--- src/rtl/rdata_chan_mngr.sv ---
// rdata_chan_mngr
// Manager-side AXI read data channel. Collects a fixed 4-beat, 32-bit R
// burst into one 128-bit line with its ID and offers it to the consumer on
// a level valid/ready pair. Burst framing (RLAST position and, optionally,
// RID consistency) is checked on every accepted beat. A violation parks the
// block in a sticky error state until reset.
//
// Ports
//   clk            clock, all state on rising edge
//   rst            asynchronous reset, active-high
//   rvalid/rready  R channel handshake with the subordinate
//   rid/rdata/rlast R channel payload
//   rdata_m_valid  assembled line valid (level, held until accepted)
//   rdata_m_ready  consumer accepts the line
//   rdata_m_id     ID of the assembled line (RID of beat 0)
//   rdata_m_data   assembled line, beat 0 in [31:0]
//   rdata_m_err    sticky protocol error
module rdata_chan_mngr #(
  parameter bit ID_CHECK = 1'b1
) (
  input  logic         clk,
  input  logic         rst,
  input  logic         rvalid,
  output logic         rready,
  input  logic [3:0]   rid,
  input  logic [31:0]  rdata,
  input  logic         rlast,
  output logic         rdata_m_valid,
  input  logic         rdata_m_ready,
  output logic [3:0]   rdata_m_id,
  output logic [127:0] rdata_m_data,
  output logic         rdata_m_err
);

  typedef enum logic [1:0] {
    RDAT_MRECV = 2'b00,
    RDAT_MFULL = 2'b01,
    RDAT_MERR  = 2'b10,
    RDAT_MDEFO = 2'b11
  } state_t;

  state_t         state_q, state_d;
  logic [1:0]     cntr_q, cntr_d;
  logic [127:0]   data_q, data_d;
  logic [3:0]     id_q, id_d;
  logic           beat;
  logic           frame_err;

  // Handshake outputs are pure decodes of the state register, so they are
  // glitch-free and need no separate registers.
  assign rready        = (state_q == RDAT_MRECV);
  assign rdata_m_valid = (state_q == RDAT_MFULL);
  assign rdata_m_err   = (state_q == RDAT_MERR);
  assign rdata_m_data  = data_q;
  assign rdata_m_id    = id_q;

  assign beat = rvalid & rready;

  // RID is compared against the ID latched on beat 0; beat 0 itself can
  // never mismatch.
  assign frame_err = beat & (
                       (rlast  & (cntr_q != 2'd3)) |
                       (!rlast & (cntr_q == 2'd3)) |
                       (ID_CHECK && (cntr_q != 2'd0) && (rid != id_q)));

  always_comb begin
    state_d = state_q;
    cntr_d  = cntr_q;
    data_d  = data_q;
    id_d    = id_q;
    case (state_q)
      RDAT_MRECV: begin
        if (beat) begin
          cntr_d = cntr_q + 2'd1;
          case (cntr_q)
            2'd0:    data_d[31:0]   = rdata;
            2'd1:    data_d[63:32]  = rdata;
            2'd2:    data_d[95:64]  = rdata;
            default: data_d[127:96] = rdata;
          endcase
          if (cntr_q == 2'd0) id_d = rid;
          if (frame_err)
            state_d = RDAT_MERR;
          else if (cntr_q == 2'd3)
            state_d = RDAT_MFULL;
        end
      end
      RDAT_MFULL: begin
        if (rdata_m_ready) begin
          state_d = RDAT_MRECV;
          cntr_d  = 2'd0;
        end
      end
      RDAT_MERR:  state_d = RDAT_MERR;
      default:    state_d = RDAT_MDEFO;
    endcase
  end

  always_ff @(posedge clk or posedge rst) begin
    if (rst) begin
      state_q <= RDAT_MRECV;
      cntr_q  <= 2'd0;
      data_q  <= '0;
      id_q    <= '0;
    end else begin
      state_q <= state_d;
      cntr_q  <= cntr_d;
      data_q  <= data_d;
      id_q    <= id_d;
    end
  end

endmodule

--- config.mk ---
export PLATFORM = sky130hd
export DESIGN_NAME = rdata_chan_mngr
export DESIGN_NICKNAME = d
export VERILOG_FILES = /design/src/rtl/rdata_chan_mngr.sv
export SDC_FILE = /design/constraint.sdc
export NUM_CORES = 1
export LEC_CHECK = 0
export ABC_AREA = 1
export BUFFER_PORTS_ARGS = -buffer_cell sky130_fd_sc_hd__buf_2
export CAP_MARGIN = 25
export CORE_UTILIZATION = 35
export DETAILED_ROUTE_END_ITERATION = 8
export GPL_ROUTABILITY_DRIVEN = 0
export SLEW_MARGIN = 10
export SYNTH_ARGS = -nofsm -noshare
export SYNTH_HDL_FRONTEND = slang
export SYNTH_SLANG_ARGS = --single-unit
export TNS_END_PERCENT = 10
--- constraint.sdc ---
create_clock -name clk -period 8.4 [get_ports clk]
set_input_delay 1.68 -clock clk [delete_from_list [all_inputs] [get_ports clk]]
set_output_delay 1.68 -clock clk [all_outputs]
set_load 0.01 [all_outputs]
==> results of run 1 <==
synth_stat cells:
cell type,count,share of area
nand2_1,158,0.11
dfrtp_1,136,0.62
o21ai_1,94,0.086
inv_1,50,0.034
o21ai_2,38,0.061
buf_6,25,0.052
ha_1,5,0.011
nand2_4,5,0.010
nor2_1,5,0.0034
nand3_1,2,0.0018
o21ai_0,2,0.0018
inv_6,1,0.0016
nor2_4,1,0.0021
xnor2_1,1,0.0016
registers in the layout, summed over array words and instances, names as in the netlist:
name,cells
rdata_m_data,128
cntr_q,2
rdata_m_id,4
state_q,2
worst reg2reg max path, stage by stage, from the launching register on:
cell     delay [ns]
dfrtp_1        0.43
nor2_4         0.20
nand2_4        0.08
inv_6          0.11
nand2_4        0.45
nand2_1        0.25
o21ai_2        0.07
where the power goes:
part / leakage [nW] / internal, mW / total (mW) / switching [mW]
logic: 1.73 / 0.0104 / 0.0387 / 0.0283
registers: 1.89 / 0.656 / 0.656 / 0
clock network: 0.278 / 0.451 / 0.720 / 0.269
metrics by stage:
step	utilization	total power, mW	cell area (um^2)	cells
floorplan	-	0.688	5460	523
global placement	0.414	0.705	6300	862
detailed placement	0.414	0.706	6300	862
CTS	0.452	1.43	6870	894
global route	0.453	1.46	6890	895
finish	0.453	1.41	6890	895
final timing paths:
path | to
max in group asynchronous | rdata_m_data[127]
min | rdata_m_data[84]
min reg2reg | rdata_m_data[84]
min in group asynchronous | rdata_m_data[41]
max | rdata_m_valid
max reg2reg | rdata_m_data[29]
metal layers:
layer | vias to the layer above | track usage
li1 | 2015 | -
met1 | 1970 | 0.214
met2 | 119 | 0.263
met3 | 18 | 0.0493
met4 | 0 | 0.0693
met5 | - | 0
cells by family after synthesis:
logic type,after synthesis,share of synthesized area
simple gates,171,0.126
flops,136,0.624
compound gates,134,0.149
buf+inv,76,0.0876
fa+ha+maj,5,0.0115
xor+xnor,1,0.00161
cell type report:
| type | instances | share of cell area |
|---|---|---|
| Clock inverter | 8 | 0.0140 |
| Inverter | 51 | 0.0292 |
| Timing Repair Buffer | 177 | 0.132 |
| Multi-Input combinational cell | 311 | 0.228 |
| Tap cell | 188 | 0.0341 |
| Clock buffer | 24 | 0.0684 |
| Sequential cell | 136 | 0.494 |
==> results.json, run 1 <==
{
  "run_status": "complete, no violations",
  "ys_seq_area_frac": 0.624,
  "cp_max_fo": 4,
  "setup_ws_ns": 5.49,
  "cts_sinks": 136,
  "io_pins": 176,
  "dp_worst_setup_slack_ns": 5.15,
  "clock_latency_ns": 0.41,
  "synth_cell_type_count": 14,
  "multi_input_area_um2": 1570,
  "routed-via-count": 4122,
  "crit_slowest_cell": "dfrtp_1",
  "rsz0062_at_grt": "no",
  "nNetsFinal": 740,
  "hold_class": "register to register",
  "final_common_cell": "buf_2",
  "dr.pass1.iters": 4,
  "hold_buffers": 0,
  "drive_gt1_frac": 0.354,
  "fp.dieW_um": 127,
  "grt_pass1_wl_mm": 20.5,
  "clockRootBuffer": "clkbuf_16",
  "core_um2": 15200,
  "start_kind": "register",
  "crit_path_max_incr_delay_ns": 0.43,
  "grt_antenna_before_repair": 0,
  "wl_met2_mm": 6.09,
  "drtIter0Drc": 214,
  "overflow": 0,
  "post_cts_resized": 0,
  "reg2reg_slack_ns": 6.68,
  "die-area_um2": 16100,
  "grt_pass1_vias": 3975,
  "num_rows": 45,
  "finalHoldViolations": 0,
  "layout_common_cells": "buf_2, nand2_1, dfrtp_1, o21ai_1, inv_1",
  "startpoint": "state_q[0]",
  "setup_violations": 0,
  "vias_per_cell": 4.61,
  "slew_viol_final": 0,
  "cts_setup_buffers": 0,
  "power.leakage_nw": 3.89,
  "die_y_um": 127,
  "worstPathRequired_ns": 6.72,
  "hpwl_mm": 8.40,
  "worstPathCellList": "inv_1, nor2_1, buf_2",
  "critPathArrivalTime_ns": 1.23,
  "diodes": 0,
  "reg2regPathDepth": 6,
  "r2r_start": "state_q[0]",
  "cap_violations": 0,
  "start_util": 0.359,
  "syn_nets": 569,
  "nFillCells": 1459,
  "syn-instance-count": 523,
  "fin_hold_ws_ns": 0.470,
  "clock_skew_ns": 0.00901,
  "worst_slew_pin_slew_ns": 0.841,
  "fmax_mhz": 344,
  "cts_tree": "yes",
  "powerDensity_nw_per_um2": 205,
  "wl_mm": 12.8,
  "grt_max_degree": 76,
  "critPathTopFamily": "flip-flops",
  "grt_use_total": 0.167,
  "htree_levels": 4,
  "period_share": 0.346,
  "vdd_drop_max_mv": 0.127,
  "syn_to_final_growth_pct": 26.4,
  "finalCriticalPeriod_ns": 2.91,
  "min_from": "rdata_m_data[84]",
  "cts_buffer_depth": 2,
  "wl_met1_mm": 5.78,
  "crit_buf_inv": 2,
  "avgSynthCellArea_um2": 10.4,
  "slew_headroom": 0.439,
  "post-route-drc-count": 0,
  "cp-end-kind": "primary output",
  "syn_area_um2": 5460,
  "cts_buffers": 17,
  "wl_per_cell_um": 14.3,
  "critPathKind": "register to primary output",
  "fin_setup_tns_ns": 0,
  "io_buffers": 175,
  "antenna_left": 0,
  "dr_wl_met3_um": 735,
  "top_layer": "met4",
  "whs_path_depth": 2,
  "cp.depth": 3,
  "path_clk_slew_ns": 0.06,
  "seqCellArea_um2": 3400,
  "yosys_warnings": 0,
  "synth-seq-cells": 136
}
(Power assumes the default switching activity.)
==> inputs of run 2 (changes only) <==
==> constraint.sdc (replaced) <==
create_clock -name clk -period 3.05 [get_ports clk]
set_input_delay 0.61 -clock clk [delete_from_list [all_inputs] [get_ports clk]]
set_output_delay 0.61 -clock clk [all_outputs]
set_load 0.01 [all_outputs]
==> run 2 against run 1 <==
  * Die area unchanged
  * Wire length down 1.5%
  * Critical endpoint is now rready
  * Critical path depth down 1
  * Critical path type unchanged
  * Total power rose to 2.8 times the previous value
  * Via count up 0.27%
  * Clock skew about the same
  * Register-to-register slack worse by 5.4 ns
==> results.json, run 2 (synthesis gave the netlist of run 1 again) <==
{
  "nNetsFinal": 739,
  "cap_violations": 0,
  "switching_share": 0.205,
  "start_util": 0.359,
  "critPathArrivalTime_ns": 1.20,
  "finalHoldViolations": 0,
  "layout_common_cells": "buf_2, nand2_1, dfrtp_1, o21ai_1, inv_1",
  "vdd_drop_max_mv": 0.368,
  "period_share": 0.594,
  "start_kind": "register",
  "overflow": 0,
  "clock_skew_ns": 0.00923,
  "powerDensity_nw_per_um2": 576,
  "fp.dieW_um": 127,
  "diodes": 0,
  "die_y_um": 127,
  "internal-power_mw": 3.16,
  "drive_gt1_frac": 0.356,
  "routed-via-count": 4133,
  "slew_viol_final": 0,
  "io_buffers": 175,
  "wl_mm": 12.6,
  "drtIter0Drc": 291,
  "worstPathRequired_ns": 2.44,
  "cts_buffer_depth": 2,
  "worst_slew_pin_slew_ns": 0.833,
  "finalCriticalPeriod_ns": 1.81,
  "power_switching_uw": 817,
  "dr.pass1.iters": 4,
  "critPathKind": "register to primary output",
  "num_rows": 45,
  "path_clk_slew_ns": 0.06,
  "cp_max_fo": 5,
  "largest_reg_flops": 128,
  "vias_per_cell": 4.63,
  "post_cts_resized": 0,
  "fin_hold_ws_ns": 0.412,
  "htree_levels": 4,
  "cp-end-kind": "primary output",
  "slew_headroom": 0.445,
  "cts_buffers": 17,
  "nFillCells": 1442,
  "setup_violations": 0,
  "power.leakage_nw": 3.89,
  "run_status": "complete, no violations",
  "grt_antenna_before_repair": 0,
  "grt_use_total": 0.166,
  "hold_class": "primary input to async pin",
  "setup_ws_ns": 1.24,
  "hpwl_mm": 8.25,
  "die-area_um2": 16100,
  "dp_worst_setup_slack_ns": 1.19,
  "postLayoutCellArea_um2": 6910,
  "fin_setup_tns_ns": 0,
  "placed_area_um2": 6310,
  "grt_pass1_wl_mm": 20.7,
  "grt_pass1_vias": 3980,
  "seqPwrFrac": 0.454,
  "final_common_cell": "buf_2",
  "power.share.combinational": 0.026,
  "post-route-drc-count": 0,
  "antenna_left": 0,
  "pwr-share-clk": 0.520,
  "syn_to_final_growth_pct": 26.7,
  "cts_tree": "yes",
  "clockRootBuffer": "clkbuf_16",
  "io_pins": 176,
  "grt_max_degree": 137,
  "clock_latency_ns": 0.41,
  "core_um2": 15200,
  "hold_buffers": 0,
  "rsz0062_at_grt": "no",
  "wl_per_cell_um": 14.1,
  "cts_setup_buffers": 0,
  "fmax_mhz": 552,
  "cts_sinks": 136
}
[run 2: cell count changes in the layout (fill, tap and decap cells not counted)]
| cell | delta |
|---|---|
| clkinv_2 | -3 |
| clkinv_4 | -1 |
| clkbuf_1 | -3 |
| inv_6 | -1 |
| clkinvlp_4 | +3 |
| clkbuf_8 | +4 |
| buf_16 | -1 |
| buf_12 | +1 |
| buf_4 | -1 |
[run 2: metrics by stage]
| step | util | power, mW | std cells |
|---|---|---|---|
| floorplan | - | 1.90 | 523 |
| global placement | 0.415 | 1.94 | 862 |
| detailed placement | 0.415 | 1.95 | 862 |
| CTS | 0.455 | 4.04 | 893 |
| global route | 0.455 | 4.13 | 893 |
| finish | 0.455 | 3.98 | 893 |
[run 2: final timing paths]
check                                       from  cells past startpoint               end  slack, ns
worst max register to register         cntr_q[0]                      5  rdata_m_data[21]       1.28
worst max-delay path                  state_q[0]                      2            rready       1.24
min in group clk                   rdata_m_ready                      4        state_q[0]       0.47
worst min register to register  rdata_m_data[42]                      2  rdata_m_data[42]       0.48
max in group asynchronous                    rst                      3  rdata_m_data[95]       2.12
worst min-delay path                         rst                      3  rdata_m_data[44]       0.41
[run 2: layout make-up]
class / instances / area, um^2 / share of cell area
Clock buffer: 25 / 515 / 0.0746
Clock inverter: 6 / 87.6 / 0.0127
Inverter: 51 / 200 / 0.0290
Multi-Input combinational cell: 311 / 1570 / 0.228
Sequential cell: 136 / 3400 / 0.492
Tap cell: 188 / 235 / 0.0340
Timing Repair Buffer: 176 / 896 / 0.130
[run 2: power by group through the flow]
stage	Combinational, mW	Clock [mW]	Sequential (mW)
detailed placement	0.108	0	1.84
finish	0.104	2.07	1.81
floorplan	0.0579	0	1.84
global placement	0.106	0	1.84
CTS	0.109	2.13	1.80
global route	0.122	2.20	1.80
[run 2: critical path: stages (launching register included)]
cell	delay, ns
dfrtp_1	0.43
nor2_4	0.20
buf_2	0.16
[run 2: routing by layer]
| layer | GRT usage | vias up | part of all wire |
|---|---|---|---|
| met1 | 0.219 | 1985 | 0.45 |
| li1 | - | 2012 | - |
| met3 | 0.0544 | 13 | 0.062 |
| met2 | 0.261 | 123 | 0.47 |
| met5 | 0 | - | 0 |
| met4 | 0.0504 | 0 | 0.011 |
==> inputs of run 3 (changes only) <==
==> constraint.sdc (replaced) <==
create_clock -name clk -period 1.78 [get_ports clk]
set_input_delay 0.356 -clock clk [delete_from_list [all_inputs] [get_ports clk]]
set_output_delay 0.356 -clock clk [all_outputs]
set_load 0.01 [all_outputs]
==> run 3 against run 2 <==
  * Via count increased by 1.5%
  * Highest routed layer unchanged
  * Largest cell class unchanged
  * Largest power group unchanged
  * Setup slack got worse by 1.0 ns
  * Combinational power grew 81%
==> results.json, run 3 (synthesis gave the netlist of run 1 again) <==
{
  "crit_slowest_cell": "dfrtp_1",
  "die_y_um": 127,
  "worstPathRequired_ns": 1.42,
  "path_clk_slew_ns": 0.06,
  "clockRootBuffer": "clkbuf_16",
  "start_util": 0.359,
  "cts_sinks": 136,
  "vdd_drop_max_mv": 0.596,
  "routed-via-count": 4193,
  "cp-end-kind": "primary output",
  "htree_levels": 4,
  "worst_slew_pin_slew_ns": 0.362,
  "syn_to_final_growth_pct": 30.0,
  "instances_no_fill": 906,
  "drive_gt1_frac": 0.368,
  "finalCriticalPeriod_ns": 1.58,
  "dp_cells": 873,
  "wl_per_cell_um": 13.9,
  "cp_max_fo": 5,
  "die-area_um2": 16100,
  "post-route-drc-count": 0,
  "slew_headroom": 0.758,
  "start_kind": "register",
  "period_share": 0.886,
  "cap_violations": 0,
  "clock_latency_ns": 0.42,
  "cts_setup_buffers": 0,
  "setup_violations": 0,
  "crit_buf_inv": 1,
  "fp.dieW_um": 127,
  "critPathTopFamily": "flip-flops",
  "run_status": "complete, no violations",
  "fmax_mhz": 634,
  "critPathArrivalTime_ns": 1.22,
  "core_um2": 15200,
  "nNetsFinal": 751,
  "post_cts_resized": 0,
  "dr.pass1.iters": 4,
  "crit_path_max_incr_delay_ns": 0.43,
  "finalHoldViolations": 0,
  "powerDensity_nw_per_um2": 968,
  "final_common_cell": "buf_2",
  "layout_common_cells": "buf_2, nand2_1, dfrtp_1, o21ai_1, inv_1",
  "io_pins": 176,
  "io_buffers": 175,
  "hpwl_mm": 9.02,
  "wl_mm": 12.6,
  "cts_buffer_depth": 2,
  "vias_per_cell": 4.63,
  "hold_class": "primary input to register",
  "grt_pass1_wl_mm": 20.7,
  "largest_reg_flops": 128,
  "num_rows": 45,
  "diodes": 0,
  "cts_tree": "yes",
  "grt_max_degree": 57,
  "critPathKind": "register to primary output",
  "grt_use_total": 0.166,
  "rsz0062_at_grt": "no",
  "drtIter0Drc": 219,
  "antenna_left": 0,
  "slew_viol_final": 0,
  "cts_buffers": 17,
  "grt_antenna_before_repair": 0,
  "clock_skew_ns": 0.00633,
  "grt_pass1_vias": 4055,
  "power.leakage_nw": 3.99,
  "worstPathCellList": "nor2_4, buf_2",
  "overflow": 0,
  "fin_hold_ws_ns": 0.212
}
## run 3: changes by cell type in the layout (fill, tap and decap cells not counted), moves of 3 or more
cell	before	now
buf_12	1	8
buf_4	0	4
clkbuf_8	6	2
clkinv_2	1	4
## run 3: path summary, 6_finish.rpt
| kind | startpoint | end | slack [ns] | cells after the start |
|---|---|---|---|---|
| setup / recovery | state_q[0] | rready | 0.20 | 2 |
| setup reg to reg | state_q[0] | rdata_m_data[114] | 0.29 | 7 |
| hold / removal | rid[1] | rdata_m_id[1] | 0.21 | 3 |
| hold reg to reg | rdata_m_data[29] | rdata_m_data[29] | 0.48 | 2 |
| max in group asynchronous | rst | rdata_m_id[0] | 0.66 | 4 |
| min in group asynchronous | rst | rdata_m_data[110] | 0.47 | 3 |
## run 3: where the power goes
| group | internal, mW | switching [mW] | total [mW] |
|---|---|---|---|
| logic | 0.0531 | 0.135 | 0.188 |
| registers | 3.09 | 0 | 3.09 |
| clock network | 2.27 | 1.32 | 3.59 |
| total | 5.41 | 1.45 | 6.87 |
## run 3: stage by stage
step | setup TNS, ns | setup slack (ns) | utilization | total power [mW] | area, um^2
detailed placement | 0 | 0.310 | 0.426 | 3.34 | 6480
floorplan | -36.60 | -0.269 | - | 3.25 | 5460
global route | 0 | 0.120 | 0.467 | 7.10 | 7090
CTS | 0 | 0.184 | 0.467 | 6.96 | 7090
finish | 0 | 0.204 | 0.467 | 6.87 | 7090
global placement | 0 | 0.360 | 0.426 | 3.34 | 6480
## run 3: cell type report
type,count,area (um^2)
Clock buffer,20,457
Timing Repair Buffer,188,1080
Clock inverter,12,149
Multi-Input combinational cell,311,1570
Inverter,51,200
Tap cell,188,235
Fill cell,1417,8110
Sequential cell,136,3400
## run 3: repair_timing
| action | 4_1_cts | 5_1_grt |
|---|---|---|
| hold endpoints to repair | 11 | 0 |
| setup endpoints to repair | 0 | 0 |
| hold buffers | 1 | 0 |
## run 3: tightest hold or removal path, delay by kind of cell
family | cells | cell delay [ns]
buf+inv | 2 | 0.17
compound gates | 1 | 0.06
## run 3: metal layers
layer	vias to the layer above	GRT usage	wire length, um
met5	-	0	0
met4	0	0.0784	262
met3	22	0.0456	732
met2	136	0.258	5780
met1	1996	0.214	5790
li1	2039	-	-
